===== src/rtl/muldiv_seq.sv =====
// Iterative MIPS multiply/divide sequencer owning the HI/LO pair.
// Optional early termination is enabled by defining MULDIV_EARLY_OUT_EN.
module muldiv_seq #(
  parameter int unsigned W = 32
) (
  input  logic         clk,
  input  logic         resetn,
  input  logic         start,
  input  logic         op_div,
  input  logic         op_unsigned,
  input  logic [W-1:0] src1,
  input  logic [W-1:0] src2,
  input  logic         mthi,
  input  logic         mtlo,
  input  logic [W-1:0] mt_data,
  input  logic         rd_hilo,
  input  logic         flush,
  output logic         busy,
  output logic         stall_req,
  output logic         done,
  output logic [W-1:0] hi,
  output logic [W-1:0] lo
);

  localparam int unsigned CW = $clog2(W);

  typedef enum logic [1:0] {IDLE, CALC, FIX} state_t;

  state_t         state;
  logic [CW-1:0]  cnt;
  logic [2*W-1:0] acc;      // MUL: product; DIV: {remainder, quotient/dividend}
  logic [2*W-1:0] mc;       // MUL: shifted multiplicand; DIV: divisor in low half
  logic [W-1:0]   mr;
  logic [W-1:0]   src1_r;
  logic           is_div, neg_q, neg_r, dz;

  logic [W-1:0]   abs1, abs2;
  logic [W:0]     trial;
  logic [2*W-1:0] div_next, mul_next, mul_res;
  logic [W-1:0]   q_res, r_res;
  logic           calc_last;

  always_comb begin
    abs1     = (!op_unsigned && src1[W-1]) ? -src1 : src1;
    abs2     = (!op_unsigned && src2[W-1]) ? -src2 : src2;
    trial    = {acc[2*W-1:W], acc[W-1]} - {1'b0, mc[W-1:0]};
    div_next = trial[W] ? {acc[2*W-2:0], 1'b0}
                        : {trial[W-1:0], acc[W-2:0], 1'b1};
    mul_next = mr[0] ? acc + mc : acc;
    mul_res  = neg_q ? -acc : acc;
    q_res    = neg_q ? -acc[W-1:0] : acc[W-1:0];
    r_res    = neg_r ? -acc[2*W-1:W] : acc[2*W-1:W];
`ifdef MULDIV_EARLY_OUT_EN
    // Remaining multiplier bits zero: the accumulator already holds the product.
    calc_last = (cnt == '0) || (!is_div && mr == '0);
`else
    calc_last = (cnt == '0);
`endif
  end

  assign busy      = (state != IDLE);
  assign stall_req = busy & (start | rd_hilo | mthi | mtlo);

  always_ff @(posedge clk) begin
    if (!resetn) begin
      state  <= IDLE;
      cnt    <= '0;
      hi     <= '0;
      lo     <= '0;
      done   <= 1'b0;
      acc    <= '0;
      mc     <= '0;
      mr     <= '0;
      src1_r <= '0;
      is_div <= 1'b0;
      neg_q  <= 1'b0;
      neg_r  <= 1'b0;
      dz     <= 1'b0;
    end else if (flush) begin
      state <= IDLE;
      done  <= 1'b0;
    end else begin
      done <= 1'b0;
      case (state)
        IDLE: begin
          if (start) begin
            is_div <= op_div;
            neg_q  <= !op_unsigned && (src1[W-1] ^ src2[W-1]);
            neg_r  <= !op_unsigned && src1[W-1];
            dz     <= op_div && (src2 == '0);
            src1_r <= src1;
            cnt    <= CW'(W - 1);
            mr     <= abs2;
            if (op_div) begin
              acc <= {{W{1'b0}}, abs1};
              mc  <= {{W{1'b0}}, abs2};
            end else begin
              acc <= '0;
              mc  <= {{W{1'b0}}, abs1};
            end
            state <= CALC;
`ifdef MULDIV_EARLY_OUT_EN
            if (op_div && (src2 == '0))
              state <= FIX;
`endif
          end else begin
            if (mthi) hi <= mt_data;
            if (mtlo) lo <= mt_data;
          end
        end
        CALC: begin
          if (is_div) begin
            acc <= div_next;
          end else begin
            acc <= mul_next;
            mc  <= mc << 1;
            mr  <= mr >> 1;
          end
          if (calc_last)
            state <= FIX;
          else
            cnt <= cnt - 1'b1;
        end
        FIX: begin
          if (dz) begin
            lo <= '1;
            hi <= src1_r;
          end else if (is_div) begin
            lo <= q_res;
            hi <= r_res;
          end else begin
            hi <= mul_res[2*W-1:W];
            lo <= mul_res[W-1:0];
          end
          done  <= 1'b1;
          state <= IDLE;
        end
        default: state <= IDLE;
      endcase
    end
  end

endmodule


===== config.mk =====
export PLATFORM = sky130hd
export DESIGN_NAME = muldiv_seq
export DESIGN_NICKNAME = d
export VERILOG_FILES = /design/src/rtl/muldiv_seq.sv
export SDC_FILE = /design/constraint.sdc
export NUM_CORES = 1
export LEC_CHECK = 0
export CAP_MARGIN = 15
export CORE_MARGIN = 2
export CORE_UTILIZATION = 25
export CTS_CLUSTER_SIZE = 24
export DETAILED_ROUTE_END_ITERATION = 12
export PLACE_DENSITY = 0.39
export SETUP_SLACK_MARGIN = 0.5
export SYNTH_ARGS = -nofsm -noshare
export SYNTH_HDL_FRONTEND = slang
export SYNTH_SLANG_ARGS = --single-unit

===== constraint.sdc =====
create_clock -name clk -period 5 [get_ports clk]
set_input_delay 1.25 -clock clk [delete_from_list [all_inputs] [get_ports clk]]
set_output_delay 1.25 -clock clk [all_outputs]
set_load 0.02 [all_outputs]

**Word level (Yosys, flattened, before mapping)**

Cells that the tools add are included.

- Reductions and logical operators: 19
- Equality and inequality tests: 10
- Bitwise gates (word level): 7
- Muxes and demuxes: 35
- Add/subtract/negate cells: 8

Operators with widths:

| cell | count |
|---|---|
| 32-bit 2-to-1 mux | 16 |
| 64-bit 2-to-1 mux | 7 |
| 64-bit case mux with 2 select lines | 2 |
| 32-bit case mux with 2 select lines | 3 |
| 32-bit negator | 4 |
| 64-bit adder | 1 |
| 64-bit negator | 1 |
| 33-bit by 32-bit subtractor with 33-bit output | 1 |
| 32-bit logical NOT | 1 |
| 4-bit AND reduction | 5 |
| 2-bit inequality test, second input constant | 7 |
| 5-bit 2-to-1 mux | 2 |
| 5-bit case mux with 2 select lines | 1 |
| 2-bit nonzero test | 3 |
| 5-bit logical NOT | 1 |
| 5-bit by 1-bit subtractor with 5-bit output, second input constant | 1 |
| 1-bit logical AND | 4 |
| 2-bit 2-to-1 mux | 2 |
| 2-bit case mux with 2 select lines | 1 |
| 3-bit inequality test, second input constant | 1 |
| 1-bit OR | 3 |
| 3-bit AND reduction | 1 |
| 2-bit by 1-bit equality test with 1-bit output, second input constant | 1 |
| 2-bit equality test, second input constant | 1 |
| 8 further kinds | 9 |

- Output and inout port bits: 67
- Logic and storage cells: 92
- Bits of input ports: 105
- Bits in registers: 268

**Logic depth before layout (Yosys ltp)**

Gate-level depths: netlist (run 1).

- Word-level depth: 6
- Mapped depth: 15
- Gate-level depth less buffers: 13

**Least setup slack after synthesis (run 1)**

No wires, ideal clock.

- Path type: register -> register
- Start: reg acc[31]
- End: reg acc[33]
- Stages on the path, launching flop included: 15
- Clock period less this slack: 3.784 ns
- Arrival time: 3.647 ns
- Data required time: 4.863 ns
- Setup slack: 1.216 ns
- Path through: dfxtp_1 > inv_1 > ha_1 > fa_1 > nand2b_1 > a21oi_1 > nor2_1 > o21a_1 > or4b_2 > a21oi_1 > nor2_1 > buf_2 > buf_1 > o21ai_0 > o221ai_1

- Longest elaborated chain between the ends: 4
- Elaborated cells between the ends (all ways): 6
- Those cells by class: 2 x add/sub; 4 x mux

RTL lines:

| element | RTL line | text |
|---|---|---|
| from (decl) | 31 | `logic [2*W-1:0] acc;` |
| from (signal assigned) | 95 | `acc <= {{W{1'b0}}, abs1};` |
| from (signal assigned) | 113 | `acc <= div_next;` |
| from (signal assigned) | 115 | `acc <= mul_next;` |
| 64-bit adder or 33-bit by 32-bit subtractor with 33-bit output (tied branches) | 49, 46 |  |
| 64-bit 2-to-1 mux (on tied branches) | 49, 47 |  |
| 64-bit 2-to-1 mux * | 112 | `if (is_div) begin` |
| 64-bit case mux with 2 select lines * | 84 | `case (state)` |

Every way passes the cells marked *; elsewhere a longest branch is shown, timed or not. The select of a mux whose other input is x is not followed.
A chain may end at the register's enable or synchronous reset.

**Worst setup path in the final report (run 1)**

- Start: reg mc[24]
- End: reg acc[37]

- Longest elaborated chain between the ends: 4
- Elaborated cells between the ends (all ways): 6
- Those cells by class: 2 x add/sub; 4 x mux

RTL lines:

| element | RTL line | text |
|---|---|---|
| from (decl) | 32 | `logic [2*W-1:0] mc;` |
| from (signal assigned) | 96 | `mc <= {{W{1'b0}}, abs2};` |
| from (signal assigned) | 99 | `mc <= {{W{1'b0}}, abs1};` |
| from (signal assigned) | 116 | `mc <= mc << 1;` |
| 64-bit adder or 33-bit by 32-bit subtractor with 33-bit output (tied branches) | 49, 46 |  |
| 64-bit 2-to-1 mux (on tied branches) | 49, 47 |  |
| 64-bit 2-to-1 mux * | 112 |  |
| 64-bit case mux with 2 select lines * | 84 |  |

Marked as above.

==> impl_metrics.toml, run 1 <==
[floorplanning]
design.core.area_um2 = 80200
number_of_top_level_design_ports = 172
floorplan.rows = 104
die_w_um = 288
design.die.area_um2 = 83000
initial_core_utilization_pct = 25.2
die-height_um = 288

[setup_path]
timing.critical_path.from_type = "flip-flop"
critPathMaxFanout = 16
critPathCaptureType = "flip-flop"
worst_r2r_endpoint = "acc[37]$_SDFFE_PN0P_"
worstPathRequired_ns = 5.43
arrival_ns = 4.65
register_to_register_setup_slack_ns = 0.77
worstRegToRegCells = 11
r2r-start = "mc[24]$_SDFFE_PN0P_"
path_type_of_the_worst_setup_path = "flip-flop to flip-flop"

[placement]
dpl.hpwl_mm = 78.3
globalplace.congestion = 0.917
placement.cell_area_um2 = 23400
placed_cells_incl_taps = 3922
port_buffer_cells = 171

[power_and_ir_drop]
power_density_nw_per_um2 = 275
leakage_power_figure_uw = 0.00916
peakVddDrop_mv = 0.204

[timing]
final-hold-violation-count = 0
achievable-frequency_mhz = 237
worstMarginPinSlew_ns = 1.08
worst_clock_skew_ns = 0.0163
rsz_0062_raised_after_global_routing = "no"
post-route-period-util_pct = 84.5
layout_min_cycle_time_ns = 4.23
final.hold.worst_slack_ns = 0.450
setup_tns_final_ns = 0
setup_viol = 0
maxSlewHeadroom_pct = 28.2
slew_viol_final = 0

[grt]
first_global_vias = 20800
grt_start_max_net_pins = 117
globalRoute.totalOverflow = 0
globalRouteTotalUtil_pct = 23.3
grt_antenna_before_repair = 5
first_pass_grt_wire_length_mm = 144

[clocking]
tritoncts = "yes"
cts_buffers = 37
cts_num_sinks = 268
cts.path.max_buffers = 3
clockRootBuffer = "clkbuf_16"
clock_insertion_delay_worst_skew_ns = 0.58
cts_htree_levels = 2
post-cts-setup-buffer-count = 0
clk_transition_reported_paths_ns = 0.06

[yosys]
yosys.cell_types.count = 74
muxShareOfSynthArea_pct = 1.44
synth_enable_flop_cells = 0
seq_area_frac_synth_pct = 26.6
dominant_combinational_cell_family_by_area_after_synthesis = "compound AO/OA/AOI/OAI gates"
async_flop_share_pct = 0
synth_top_cell_by_area = "dfxtp_1"
synth_top_cells_by_area = "dfxtp_1, a21oi_1, ha_1, nor2_1, nand2_1"
syn_area_um2 = 20200
post_synthesis_cell_count = 2773
synth_top_cell_area_share_pct = 26.6
postSynthNetCount = 2981
synth.yosys.warnings = 0
yosys.area_share.simple_pct = 20.3
syn_avg_cell_area_um2 = 7.27
synth-seq-cells = 268
synth_ff_type = "dfxtp_1"
post_synth_fa_ha_maj_area_fraction_pct = 6.46
area_fraction_in_compound_gates_after_synthesis_pct = 31.2
synth_xor_xnor_area_share_pct = 8.82

[worst_hold_path]
timing.hold.worst_endpoint = "hi[21]$_SDFFE_PN0P_"
min_delay_path_depth = 2
hold_class = "flip-flop to flip-flop"
holdCritStartpoint = "hi[21]$_SDFFE_PN0P_"

[final_layout]
syn_to_final_growth_pct = 22.4
layout.cell_area.non_filler_um2 = 24700
post_route_cells_drive_above_1_share_pct = 7.07
final_cells = 3991
net_count_of_the_finished_layout = 3109
final_core_util_pct = 30.8

[routing]
vias = 21800
first_iter_violations = 1534
drt_drc_violations_left = 0
avgRoutedWirePerCell_um = 25.0
detailedRoute.firstPassIterationCount = 6
wl_mm = 99.8
drt-vias-per-instance = 5.46
antenna_violating_nets_post_route = 0

[status]
run_status = "finished, final reports clean"

[job]
cap_violations = 0
[per-layer routing]
layer  routed length, um  global-route usage (%)  up-vias  share of wire (%)
li1                    -                       -    10400                  -
met1               46700                    32.4    10500                 47
met2               44600                    37.1      731                 45
met3                5640                    3.32      127                5.7
met4                2840                    6.83        0                2.8
met5                   0                       0        -                  0
[report_power, final]
part	leakage [uW]	total, uW	switching [uW]	internal, uW
Clock	0.000642	2940	1130	1810
Sequential	0.00219	2350	114	2240
Combinational	0.00633	1510	960	547
Total	0.00916	6800	2210	4590
[state kept, by name (all words and copies together) (netlist names), 2 cells and up]
register,count
state,2
mc,64
lo,32
mr,32
cnt,5
hi,32
src1_r,32
acc,64
[cell families (layout without fill, tap and decap cells)]
| family | Yosys count | in the layout |
|---|---|---|
| other cells | 0 | 3 |
| mux | 28 | 28 |
| simple gates | 906 | 906 |
| buf+inv | 273 | 428 |
| fa+ha+maj | 103 | 103 |
| compound gates | 992 | 992 |
| flops | 268 | 268 |
| xor+xnor | 203 | 203 |
[layout by cell type, fill, tap and decap left out, types with 8 or more instances in the layout]
| cell | count |
|---|---|
| or2_2 | 9 |
| mux2_2 | 8 |
| and3_1 | 8 |
| nand2b_1 | 24 |
| nand2_1 | 299 |
| o21ai_0 | 185 |
| inv_1 | 86 |
| clkbuf_16 | 37 |
| o211ai_1 | 23 |
| a21o_1 | 33 |
| nor2b_1 | 30 |
| dfxtp_1 | 265 |
| or4_1 | 15 |
| a31oi_1 | 29 |
| a211oi_1 | 80 |
| nor2_1 | 305 |
| a22oi_1 | 58 |
| o221ai_1 | 36 |
| a21oi_1 | 339 |
| buf_4 | 101 |
| mux2i_1 | 20 |
| xnor2_1 | 126 |
| o22ai_1 | 17 |
| nor3_1 | 58 |
| a2111oi_0 | 12 |
| nand4_1 | 31 |
| nand3_1 | 45 |
| a222oi_1 | 12 |
| clkdlybuf4s50_1 | 169 |
| o21a_1 | 22 |
| xor2_1 | 77 |
| nor4_1 | 20 |
| o41ai_1 | 13 |
| ha_1 | 101 |
| o31ai_1 | 34 |
| or3_1 | 23 |
| o21bai_1 | 22 |
| a221oi_1 | 16 |
| and2_1 | 9 |
[how the worst max path moves through the flow]
stage                          from                   end  slack (ns)  cells past startpoint
2_1_floorplan  acc[31]$_SDFFE_PN0P_  acc[33]$_SDFFE_PN0P_        1.22                     14
3_3_place_gp    acc[0]$_SDFFE_PN0P_  acc[60]$_SDFFE_PN0P_        0.39                     14
3_5_place_dp                src2[0]   mr[30]$_SDFFE_PN0P_        0.54                     13
4_1_cts        acc[32]$_SDFFE_PN0P_  acc[37]$_SDFFE_PN0P_        0.71                     13
5_1_grt         mc[24]$_SDFFE_PN0P_  acc[37]$_SDFFE_PN0P_        0.56                     11
6_report        mc[24]$_SDFFE_PN0P_  acc[37]$_SDFFE_PN0P_        0.77                     11
[cell type report]
class                   count  area (um^2)
flip-flops and latches    268         5370
fillers                  8696        55500
clock inverters            17          297
clock buffers              49         1020
inverters                  87          332
multi-input cells        2232        13800
well taps                1060         1330
diodes                      3         7.51
repair buffers            275         2500
[worst max-delay path, cell delays in order (launching register included)]
cell	delay, ns
dfxtp_1	0.58
inv_1	0.10
ha_1	0.51
nand4_1	0.30
nor4_1	0.62
or4b_2	0.67
a21oi_1	0.28
nor2_2	0.09
buf_4	0.25
mux2_2	0.30
a222oi_1	0.31
nor2_1	0.07
[repair_timing]
action | CTS | global route
setup endpoints to repair | 0 | 2
hold endpoints to repair | 0 | 0
resized for setup | 0 | 3
hold buffers | 0 | 0
[through the flow]
| step | worst slack, ns | total power (uW) |
|---|---|---|
| 2_1_floorplan | 1.22 | 3240 |
| 6_report | 0.775 | 6800 |
| 5_1_grt | 0.563 | 7080 |
| 3_3_place_gp | 0.390 | 3890 |
| 3_5_place_dp | 0.539 | 3890 |
| 4_1_cts | 0.707 | 6850 |
[Yosys cell counts (13+ instances only)]
| library cell | n |
|---|---|
| xor2_1 | 77 |
| o21ai_0 | 185 |
| clkbuf_1 | 168 |
| buf_1 | 13 |
| a21oi_1 | 340 |
| o41ai_1 | 13 |
| a21o_1 | 33 |
| o31ai_1 | 34 |
| dfxtp_1 | 268 |
| nor2_1 | 306 |
| or3_1 | 23 |
| a31oi_1 | 29 |
| nor2b_1 | 32 |
| o221ai_1 | 36 |
| a211oi_1 | 80 |
| a221oi_1 | 16 |
| xnor2_1 | 126 |
| inv_1 | 86 |
| nand3_1 | 45 |
| nand2b_1 | 25 |
| or4_1 | 15 |
| nand4_1 | 31 |
| o21a_1 | 22 |
| nor3_1 | 60 |
| a22oi_1 | 58 |
| nor4_1 | 21 |
| mux2i_1 | 20 |
| o21bai_1 | 22 |
| o22ai_1 | 17 |
| nand2_1 | 299 |
| ha_1 | 101 |
| o211ai_1 | 23 |
No activity file was read; power rests on OpenSTA's default activity.
==> run 2: changes to the inputs <==
--- a/config.mk
+++ b/config.mk
@@ -10,7 +10,7 @@
 export CORE_UTILIZATION = 25
 export CTS_CLUSTER_SIZE = 24
 export DETAILED_ROUTE_END_ITERATION = 12
-export PLACE_DENSITY = 0.39
+export PLACE_DENSITY = 0.4
 export SETUP_SLACK_MARGIN = 0.5
 export SYNTH_ARGS = -nofsm -noshare
 export SYNTH_HDL_FRONTEND = slang
==> constraint.sdc (replaced) <==
create_clock -name clk -period 3.82 [get_ports clk]
set_input_delay 0.955 -clock clk [delete_from_list [all_inputs] [get_ports clk]]
set_output_delay 0.955 -clock clk [all_outputs]
set_load 0.02 [all_outputs]
==> run 2 against run 1 <==
Compared with the run above:
- non-clock buffer count is 216 higher
- flip-flop and latch count unchanged
- largest cell class unchanged
- core utilization is 3.3 points higher
- clock power rose by 19%
==> impl_metrics.toml, run 2 (same netlist as run 1, synthesis figures left out) <==
[grt]
first_pass_grt_wire_length_mm = 148
globalRoute.totalOverflow = 0
globalRouteTotalUtil_pct = 24.0
first_global_vias = 21600
grt_antenna_before_repair = 4
grt_start_max_net_pins = 153

[timing]
worstMarginPinSlew_ns = 0.914
rsz_0062_raised_after_global_routing = "yes"
setup_tns_final_ns = 0
worst_clock_skew_ns = 0.0237
achievable-frequency_mhz = 294
setup_viol = 0
slew_viol_final = 0
layout_min_cycle_time_ns = 3.40
post-route-period-util_pct = 89.1
final-hold-violation-count = 0
maxSlewHeadroom_pct = 39.1

[routing]
detailedRoute.firstPassIterationCount = 6
vias = 22800
antenna_violating_nets_post_route = 0
drt-vias-per-instance = 5.42
first_iter_violations = 2207
wl_mm = 104
avgRoutedWirePerCell_um = 24.7
drt_drc_violations_left = 0

[power_and_ir_drop]
peakVddDrop_mv = 0.256
leakage_power_figure_uw = 0.0104
power_density_nw_per_um2 = 329
fin_total_pwr_uw = 8990

[final_layout]
net_count_of_the_finished_layout = 3324
post_route_cells_drive_above_1_share_pct = 18.7
syn_to_final_growth_pct = 35.6
multi_input_area_um2 = 14800
final_core_util_pct = 34.1
most_frequent_standard_cell_in_the_layout_excluding_fill_and_tap_cells = "a21oi_1"
layout.cell_area.non_filler_um2 = 27300
layout.cells.most_common_list = "a21oi_1, nor2_1, buf_4"
final.fill_count = 8571
final-seq-area_um2 = 5410
largestRegisters = "acc x64, mc x64"

[job]
cap_violations = 0

[floorplanning]
number_of_top_level_design_ports = 172
design.die.area_um2 = 83000
die-height_um = 288
floorplan.rows = 104
design.core.area_um2 = 80200
initial_core_utilization_pct = 25.2
die_w_um = 288

[setup_path]
timing.critical_path.from_type = "flip-flop"
critPathCaptureType = "flip-flop"
arrival_ns = 3.90
worstPathRequired_ns = 4.31
critPathMaxFanout = 4
path_type_of_the_worst_setup_path = "flip-flop to flip-flop"

[clocking]
clockRootBuffer = "clkbuf_16"
cts.path.max_buffers = 3
cts_buffers = 36
clk_transition_reported_paths_ns = 0.06
clock_insertion_delay_worst_skew_ns = 0.57
tritoncts = "yes"
ctsHoldBuffers = 0
cts_htree_levels = 2
cts_num_sinks = 268

[placement]
dpl.hpwl_mm = 81.6
globalplace.congestion = 0.928
placement.cell_area_um2 = 24800
port_buffer_cells = 171

[worst_hold_path]
hold_class = "flip-flop to flip-flop"

[status]
run_status = "finished, final reports clean"
## run 2: cell types whose count changed in the layout (fill, tap and decap cells not counted), sizes merged
cell,change
bufinv,-4
dlygate4sd2,+1
clkinv,+1
clkinvlp,-1
buf,+215
clkbuf,+1
clkdlybuf4s50,-1
diode,-2
## run 2: report_power, final
group / internal (uW) / leakage (uW) / switching (uW) / total, uW
Sequential: 2930 / 0.00220 / 122 / 3060
Clock: 2070 / 0.000583 / 1440 / 3510
Combinational: 996 / 0.00760 / 1420 / 2420
## run 2: worst paths after layout
check                        end                start  depth (start not counted)  slack [ns]
max reg2reg  lo[27]$_SDFFE_PN0P_  acc[4]$_SDFFE_PN0P_                         11        0.42
max          lo[27]$_SDFFE_PN0P_  acc[4]$_SDFFE_PN0P_                         11        0.42
min reg2reg  lo[13]$_SDFFE_PN0P_  lo[13]$_SDFFE_PN0P_                          2        0.45
min          lo[13]$_SDFFE_PN0P_  lo[13]$_SDFFE_PN0P_                          2        0.45
## run 2: area by class of cell
type,instances,share of cell area (%)
Sequential cell,268,19.8
Multi-Input combinational cell,2232,54.2
Timing Repair Buffer,491,15.7
Clock inverter,13,0.540
Tap cell,1060,4.85
Clock buffer,49,3.73
Inverter,87,1.22
Antenna cell,1,0.00915
## run 2: per-stage QoR
stage	std cells	setup slack, ns	hold WS [ns]
5_1_grt	4200	0.309	0.472
6_report	4201	0.416	0.448
3_3_place_gp	4102	0.0202	0.439
4_1_cts	4178	0.398	0.451
3_5_place_dp	4102	-0.0356	0.444
2_1_floorplan	2773	0.555	0.431
## run 2: critical path, cell delays in order, from the launching register on
cell	delay [ns]
dfxtp_4	0.36
buf_6	0.11
or4_4	0.42
or3_4	0.39
or4_4	0.47
buf_6	0.14
or3_4	0.33
or4_4	0.50
o31ai_4	0.20
xnor2_1	0.15
o221ai_1	0.12
a21oi_1	0.14
## run 2: repair_timing
item / in CTS / in global routing
resized for setup: 109 / 143
endpoints found under the hold margin: 0 / 0
setup buffers: 14 / 21
endpoints found under the setup margin: 50 / 58
gates cloned: 0 / 1
pin swaps: 19 / 51
## run 2: per-layer routing
| layer | vias up | track usage [%] | part of all wire [%] |
|---|---|---|---|
| met2 | 785 | 37.7 | 44 |
| li1 | 10800 | - | - |
| met1 | 11000 | 34.1 | 47 |
| met4 | 0 | 7.34 | 3.3 |
| met5 | - | 0 | 0 |
| met3 | 127 | 2.69 | 5.7 |
